==> config.mk <==
export PLATFORM = sky130hd
export DESIGN_NAME = pc_sequencer
export DESIGN_NICKNAME = d
export VERILOG_FILES = /design/src/rtl/pc_seq_pkg.sv /design/src/rtl/pc_next_unit.sv /design/src/rtl/pc_sequencer.sv
export SDC_FILE = /design/constraint.sdc
export NUM_CORES = 1
export LEC_CHECK = 0
export ABC_CLOCK_PERIOD_IN_PS = 2050
export CORE_ASPECT_RATIO = 1.75
export CORE_UTILIZATION = 51
export CTS_CLUSTER_DIAMETER = 150
export DETAILED_ROUTE_END_ITERATION = 10
export HOLD_SLACK_MARGIN = 0.03
export PLACE_DENSITY = 0.83
export SETUP_SLACK_MARGIN = 0.05
export SLEW_MARGIN = 25
export SYNTH_ARGS = -nofsm -noshare
export SYNTH_HDL_FRONTEND = slang
export SYNTH_SLANG_ARGS = --single-unit
export TNS_END_PERCENT = 100
==> constraint.sdc <==
create_clock -name clk -period 2.05 [get_ports clk]
set_clock_uncertainty 0.05 [all_clocks]
set_input_delay 0.205 -clock clk [delete_from_list [all_inputs] [get_ports clk]]
set_output_delay 0.205 -clock clk [all_outputs]
set_load 0.05 [all_outputs]
==> src/rtl/pc_seq_pkg.sv <==
// Shared types for the program-counter sequencer: FSM state encodings and
// instruction opcodes.
package pc_seq_pkg;

  localparam int unsigned OPC_W = 2;

  typedef enum logic [2:0] {
    ST_IDLE   = 3'd0,
    ST_FETCH  = 3'd1,
    ST_DECODE = 3'd2,
    ST_EXEC   = 3'd3,
    ST_WB     = 3'd4,
    ST_HALT   = 3'd5
  } state_t;

  localparam logic [OPC_W-1:0] OP_ADD = 2'b00;
  localparam logic [OPC_W-1:0] OP_JNO = 2'b01;
  localparam logic [OPC_W-1:0] OP_NOP = 2'b10;
  localparam logic [OPC_W-1:0] OP_HLT = 2'b11;

endpackage

==> src/rtl/pc_next_unit.sv <==
// Next-PC selection: increment with wrap, JNO branch, or hold for HLT.
// Ports: pc/operand (PC_W), ovf_flag, opcode (2) in; next_pc (PC_W) out,
// combinational.
module pc_next_unit
  import pc_seq_pkg::*;
#(
  parameter int unsigned PC_W = 2
) (
  input  logic [PC_W-1:0]  pc,
  input  logic [PC_W-1:0]  operand,
  input  logic             ovf_flag,
  input  logic [OPC_W-1:0] opcode,
  output logic [PC_W-1:0]  next_pc
);

  logic [PC_W-1:0] pc_inc;

  // Natural wrap modulo 2^PC_W; no carry out is kept.
  assign pc_inc = pc + PC_W'(1);

  // Branch taken only when no overflow is latched.
  always_comb begin
    next_pc = pc_inc;
    if (opcode == OP_JNO && !ovf_flag) begin
      next_pc = operand;
    end else if (opcode == OP_HLT) begin
      next_pc = pc;
    end
  end

endmodule

==> src/rtl/pc_sequencer.sv <==
// Fetch/decode/execute controller for the small PC datapath.
// Ports: clk, rst_n, start in; imem_req/imem_addr out, imem_ack/imem_data in;
// alu_en out, alu_ovf in; reg_we, pc, ovf_flag, halted, fault, retired out.
// All outputs come straight from flops.
module pc_sequencer
  import pc_seq_pkg::*;
#(
  parameter int unsigned PC_W        = 2,
  parameter int unsigned ACK_TIMEOUT = 15,
  parameter int unsigned CNT_W       = 8
) (
  input  logic              clk,
  input  logic              rst_n,
  input  logic              start,
  output logic              imem_req,
  output logic [PC_W-1:0]   imem_addr,
  input  logic              imem_ack,
  input  logic [PC_W+1:0]   imem_data,
  output logic              alu_en,
  input  logic              alu_ovf,
  output logic              reg_we,
  output logic [PC_W-1:0]   pc,
  output logic              ovf_flag,
  output logic              halted,
  output logic              fault,
  output logic [CNT_W-1:0]  retired
);

  localparam int unsigned IR_W  = PC_W + OPC_W;
  localparam int unsigned TMR_W = (ACK_TIMEOUT < 2) ? 1 : $clog2(ACK_TIMEOUT + 1);

  state_t             state, state_d;
  logic [IR_W-1:0]    ir, ir_d;
  logic [TMR_W-1:0]   timer, timer_d;
  logic [PC_W-1:0]    pc_d, next_pc;
  logic               ovf_d, fault_d, retire;
  logic [CNT_W-1:0]   retired_d;
  logic [OPC_W-1:0]   opcode;

  assign opcode    = ir[IR_W-1:PC_W];
  assign imem_addr = pc;

  pc_next_unit #(.PC_W(PC_W)) u_next (
    .pc       (pc),
    .operand  (ir[PC_W-1:0]),
    .ovf_flag (ovf_flag),
    .opcode   (opcode),
    .next_pc  (next_pc)
  );

  // Next-state and datapath update decisions.
  always_comb begin
    state_d = state;
    ir_d    = ir;
    timer_d = timer;
    pc_d    = pc;
    ovf_d   = ovf_flag;
    fault_d = fault;
    retire  = 1'b0;
    case (state)
      ST_IDLE: begin
        if (start) state_d = ST_FETCH;
      end
      ST_FETCH: begin
        // An ack arriving on the timeout cycle still completes the fetch.
        if (imem_ack) begin
          ir_d    = imem_data;
          timer_d = '0;
          state_d = ST_DECODE;
        end else if (timer == TMR_W'(ACK_TIMEOUT)) begin
          timer_d = '0;
          fault_d = 1'b1;
          state_d = ST_HALT;
        end else begin
          timer_d = timer + TMR_W'(1);
        end
      end
      ST_DECODE: begin
        case (opcode)
          OP_ADD: state_d = ST_EXEC;
          OP_HLT: begin
            retire  = 1'b1;
            state_d = ST_HALT;
          end
          default: begin
            pc_d    = next_pc;
            retire  = 1'b1;
            state_d = ST_FETCH;
          end
        endcase
      end
      ST_EXEC: state_d = ST_WB;
      ST_WB: begin
        ovf_d   = alu_ovf;
        pc_d    = next_pc;
        retire  = 1'b1;
        state_d = ST_FETCH;
      end
      ST_HALT: begin
        if (start) begin
          pc_d    = '0;
          fault_d = 1'b0;
          state_d = ST_FETCH;
        end
      end
      default: state_d = ST_IDLE;
    endcase
    retired_d = retired;
    if (retire && retired != '1) retired_d = retired + CNT_W'(1);
  end

  // State, datapath and strobe registers; strobes are decoded from the
  // next state so each is high exactly while the FSM sits in its state.
  always_ff @(posedge clk or negedge rst_n) begin
    if (!rst_n) begin
      state    <= ST_IDLE;
      ir       <= '0;
      timer    <= '0;
      pc       <= '0;
      ovf_flag <= 1'b0;
      fault    <= 1'b0;
      retired  <= '0;
      imem_req <= 1'b0;
      alu_en   <= 1'b0;
      reg_we   <= 1'b0;
      halted   <= 1'b0;
    end else begin
      state    <= state_d;
      ir       <= ir_d;
      timer    <= timer_d;
      pc       <= pc_d;
      ovf_flag <= ovf_d;
      fault    <= fault_d;
      retired  <= retired_d;
      imem_req <= (state_d == ST_FETCH);
      alu_en   <= (state_d == ST_EXEC);
      reg_we   <= (state_d == ST_WB);
      halted   <= (state_d == ST_HALT);
    end
  end

endmodule

# After elaboration in Yosys (flattened, before gate mapping)
# Cells that the tools add are included.
# W data, S select, Z words.
[classes]
n_addsub = 3
n_eq_ne = 17
muxes = 18
reduce_logical = 12
[ops]
columns = ["op", "count"]
rows = [
  ["$pmux W3 S5", 1],
  ["$eq A3 B3 Y1 const B", 4],
  ["$eq A3 B2 Y1 const B", 3],
  ["$mux W3", 3],
  ["$add A8 B1 Y8 const B", 1],
  ["$mux W2", 4],
  ["$mux W4", 2],
  ["$ne A2 B2 Y1 const B", 4],
  ["$ne A8 B8 Y1 const B", 1],
  ["$eq A3 B1 Y1 const B", 2],
  ["$pmux W2 S3", 1],
  ["$pmux W3 S2", 1],
  ["$add A4 B1 Y4 const B", 1],
  ["$eq A4 B4 Y1 const B", 1],
  ["$mux W1", 4],
  ["$pmux W1 S2", 2],
  ["$reduce_and A4 Y1", 1],
  ["$reduce_or A2 Y1", 2],
  ["$logic_not A3 Y1", 1],
  ["$reduce_and A3 Y1", 1],
  ["$reduce_bool A3 Y1", 1],
  ["$add A2 B1 Y2 const B", 1],
  ["$eq A2 B1 Y1 const B", 1],
  ["$eq A2 B2 Y1 const B", 1],
  ["5 further kinds", 6],
]
[totals]
regBits = 27
input_bits = 9
output_inout_bits = 18
word_cells = 61

# Longest topological paths before layout
[depth]
ltp_word = 5
depth_mapped = 6
ltp_nobuf = 6

# Cells and area by module
# From an unflattened synthesis, not the netlist that was laid out.
[unflattened]
hier_cells = 145
hier_area_um2 = 1426.4
[by_module_without_submodules]
columns = ["mod", "n_inst", "cells_each", "area_each_um2", "seq_area_each_um2"]
rows = [
  ["pc_sequencer", 1, 133, 1352.5, 675.6],
  ["pc_next_unit", 1, 12, 73.8, 0.0],
]

# Least setup slack after synthesis
# Ideal clock, no wire load.
[synth_timing]
path_type = "flip-flop to flip-flop"
start = "reg retired[0]"
end = "reg retired[1]"
setup_ns = 0.125
arrival_time_ns = 1.649
required_ns = 1.875
slack_ns = 0.226
stages_incl_launch_ff = 6
n_path_buf = 0
period_less_slack_ns = 1.824
path_cell_list = "dfrtp_1 > ha_1 > and3_1 > nand2_1 > nand2_1 > mux2_2"
[synth_between]
elab_chain_cells = 2
elab_cells_between_ends = 3
classes_between = "add/sub: 1; eq/ne: 1; reduce/logical: 1"
[synth_rtl]
columns = ["item", "line_no", "text"]
rows = [
  ["from (decl)", "pc_sequencer.sv:26", "output logic [CNT_W-1:0] retired"],
  ["from (signal assigned)", "pc_sequencer.sv:134", "retired <= retired_d;"],
  ["parallel branches: the longest is 2 deep, another holds $add A8 B1 Y8", "--", ""],
]
# Several ways; the timed one is not identified.
# A chain may end at the register's enable or synchronous reset.

# Worst setup path in the final report
[layout_timing]
start = "reg state[1]"
end = "reg ir[0]"
[layout_between]
elab_chain_cells = 2
[layout_rtl]
columns = ["item", "line_no", "text"]
rows = [
  ["from (decl)", "pc_sequencer.sv:32", "state_t state, state_d;"],
  ["from (signal assigned)", "pc_sequencer.sv:128", "state <= state_d;"],
  ["$eq A3 B1 Y1", "pc_sequencer.sv:60", "case (state)"],
  ["$reduce_and A2 Y1 (no source line)", "--", ""],
  ["to (signal assigned)", "pc_sequencer.sv:129", "ir <= ir_d;"],
  ["to (decl)", "pc_sequencer.sv:33", "logic [IR_W-1:0] ir, ir_d;"],
]
# No other way between the ends.

==> impl_results.md <==
- Total setup violations reported at the end of the flow: 0
- Switching power total: 1310 uW
- Sequential cell area fraction in the yosys report: 47.5%
- Share of total power in the clock network: 10.7%
- Register bit count reported by yosys: 27
- Leading cell types in the layout, fill and taps excluded: 27 x sky130_fd_sc_hd__dfrtp_1, 26 x sky130_fd_sc_hd__clkdlybuf4s50_1, 18 x sky130_fd_sc_hd__nand2_1, 10 x sky130_fd_sc_hd__a21oi_1
- Clock Path Buffers: 2
- Critical path required time: 2.16 ns
- Syn Nets: 154
- Number of nets with antenna violations after detailed routing: 0
- Number of levels in the clock H-tree: 1
- Unrepaired setup endpoints after global routing: false
- Number of inserted diodes: 0
- Count of input and output buffers: 26
- Internal power component: 1470 uW
- Leakage dissipation: 0.000789 uW
- Initial DRC count: 43
- Cell count after placement: 189
- Mean number of vias per cell: 5.77
- Post-synth EDFFs: 0
- Horiz. Die Dim: 41.9 um
- Setup CP Type: reg2reg
- Kind of end point of the critical path: flip-flop
- Tightest Pin Transition: 0.495 ns
- Wirelength, routed: 2.80 mm
- Post-CTS Hold Buffers: 0
- Clock tree sinks: 27
- Mean routed wirelength per cell: 14.5 um
- Global-route track usage on met1: 19.7%
- Hold Vio Cnt, Final: 0
- Standard-cell rows: 25
- Clock Root Buffer: sky130_fd_sc_hd__clkbuf_8
- Clock-pin slew on the worst setup and hold paths: 0.09 ns
- Number of antenna violations at the first check in global routing: 0
- Run status: complete, no violations
- Global-route wire length before repair: 4.50 mm
- Global router's overall resource usage: 19.5%
- Clock tree from TritonCTS: done
- Detailed-router iteration count before antenna repair: 4
- Dominant synthesized flop cell: sky130_fd_sc_hd__dfrtp_1
- DIE AREA: 0.00302 mm^2
- GRT Max-Usage Layer: met2
- Die Y-Extent: 71.9 um
- Total cell area at the placement stage: 0.00170 mm^2
- FMAX: 548 MHz
- Max-slew headroom at the worst pin: 66.9%
- Global-route track usage on met3: 2.99%
- Post-synthesis instance total: 139
- Number of distinct standard cells referenced by the synthesized netlist: 43
- Fraction of synthesis flops using an asynchronous set or reset pin: 100%
- Global-route track usage on met2: 36.6%
- Average instance area after synthesis: 10.2 um^2
- Number of global-route vias before repair: 1050
- Most common library cell in the layout ignoring fill and taps: sky130_fd_sc_hd__dfrtp_1
- HPWL after detailed placement: 2.10 mm
- Count of max-cap constraint violations: 0
- Classification of the worst-slack hold path: in2async
- Total non-filler cell area in the finished layout: 0.00175 mm^2
- Min cycle time layout: 1.83 ns
- Setup TNS Final: 0 ns
- GP Congestion: 0.737
- Total power of the final layout: 2780 uW
- Total number of yosys warnings: 0
- Maximum number of pins on one net before global-route repair: 28
- Area added between synthesis and finish: 23.1%
- Total power divided by cell area: 1590 mW/mm^2
- Min setup slack post-route: 0.224 ns
- Number of ports placed on the die boundary: 27
- Startpoint class of the critical path: flip-flop
- Crit-path max FO: 12
- Number of buffers added by the clock tree synthesis step: 3
- Combinational cell fraction of total power: 53.6%
- Sequential Power Share: 35.7%
- Core Footprint: 0.00269 mm^2
- GRT overflow: 0
- Number of remaining DRC errors: 0
- Number of pins exceeding their max-slew limit in the final report: 0
- Switching share of power: 47.2%
- Arrival @ worst endpoint: 1.94 ns
- Skew-Pair Late Insertion Delay: 0.27 ns
- Cell Count, Final, Fillers Out: 193
- Period utilization: 89.1%
- Synth Cell Area: 0.00142 mm^2
- Setup WS pre-CTS: 0.187 ns
- Via count: 1114
- Initial core utilization: 52.9%
- Maximum ir drop on the vdd rail: 1.02 mV
- Share of cells above drive strength 1: 11.4%
- Final #Nets: 182
[metrics by stage]
stage                     hold slack, ns  util (%)
after floorplan                   -0.141         -
after global placement             0.442      63.3
after detailed placement           0.468      63.3
after CTS                          0.268      64.9
after global routing               0.292      65.2
final                              0.252      65.2
[power by group through the flow]
stage	clock, uW	combinational [uW]	sequential, uW
global route	320	1610	1020
finish	298	1490	993
CTS	304	1490	988
detailed placement	0	1480	999
floorplan	0	768	1290
global placement	0	1450	978
[repair_timing]
item	CTS	global route
gates resized for setup	0	1
buffers inserted	0	0
setup endpoints to repair	0	1
[path summary, 6_finish.rpt]
check                              from    endpoint  slack, ns  depth (start not counted)
max                            state[1]       ir[0]       0.22                          3
min                               rst_n       fault       0.25                          2
max reg2reg                    state[1]       ir[0]       0.22                          3
min reg2reg                       ir[1]       ir[1]       0.49                          1
max in group asynchronous         rst_n  retired[3]       1.44                          2
min in group clk           imem_data[3]       ir[3]       0.46                          3
[layout make-up]
cell class              count  area, um^2
repair buffers             28         275
inverters                   6        22.5
flip-flops and latches     27         676
clock buffers               4        45.0
multi-input cells         101         701
well taps                  27        33.8
fillers                   221         937
[worst max-delay path, stage by stage (launching register included)]
cell and delay [ns]:
sky130_fd_sc_hd__dfrtp_1 0.50, sky130_fd_sc_hd__or3b_1 0.60, sky130_fd_sc_hd__nor2_4 0.21, sky130_fd_sc_hd__mux2_2 0.36
[per-layer routing]
layer,part of all wire (%),wire length (um),vias up
met5,0,0,-
li1,-,-,539
met2,54,1520,36
met3,4.0,111,8
met1,39,1090,531
met4,2.9,80,0
[state kept, by name, indices dropped and copies added (netlist names)]
register / flops
ir: 4
ovf_flag: 1
imem_addr: 2
fault: 1
state: 3
retired: 8
alu_en: 1
timer: 4
halted: 1
reg_we: 1
imem_req: 1
[kinds of logic after synthesis]
group,share of synthesized area (%)
simple gates,24.2
compound gates,12.0
flops,47.5
buf+inv,3.78
mux,5.54
fa+ha+maj,5.27
xor+xnor,1.85
[cell usage after synthesis, types with 3 or more instances]
master	instances	area, um^2
sky130_fd_sc_hd__a21oi_1	10	50.1
sky130_fd_sc_hd__and3_1	4	25.0
sky130_fd_sc_hd__buf_4	3	22.5
sky130_fd_sc_hd__dfrtp_1	27	676
sky130_fd_sc_hd__ha_1	6	75.1
sky130_fd_sc_hd__inv_1	6	22.5
sky130_fd_sc_hd__mux2_2	7	78.8
sky130_fd_sc_hd__nand2_1	18	67.6
sky130_fd_sc_hd__nor2_1	7	26.3
sky130_fd_sc_hd__nor2b_1	3	18.8
sky130_fd_sc_hd__o21ai_0	6	30.0
Power figures use the tool's default switching activity.
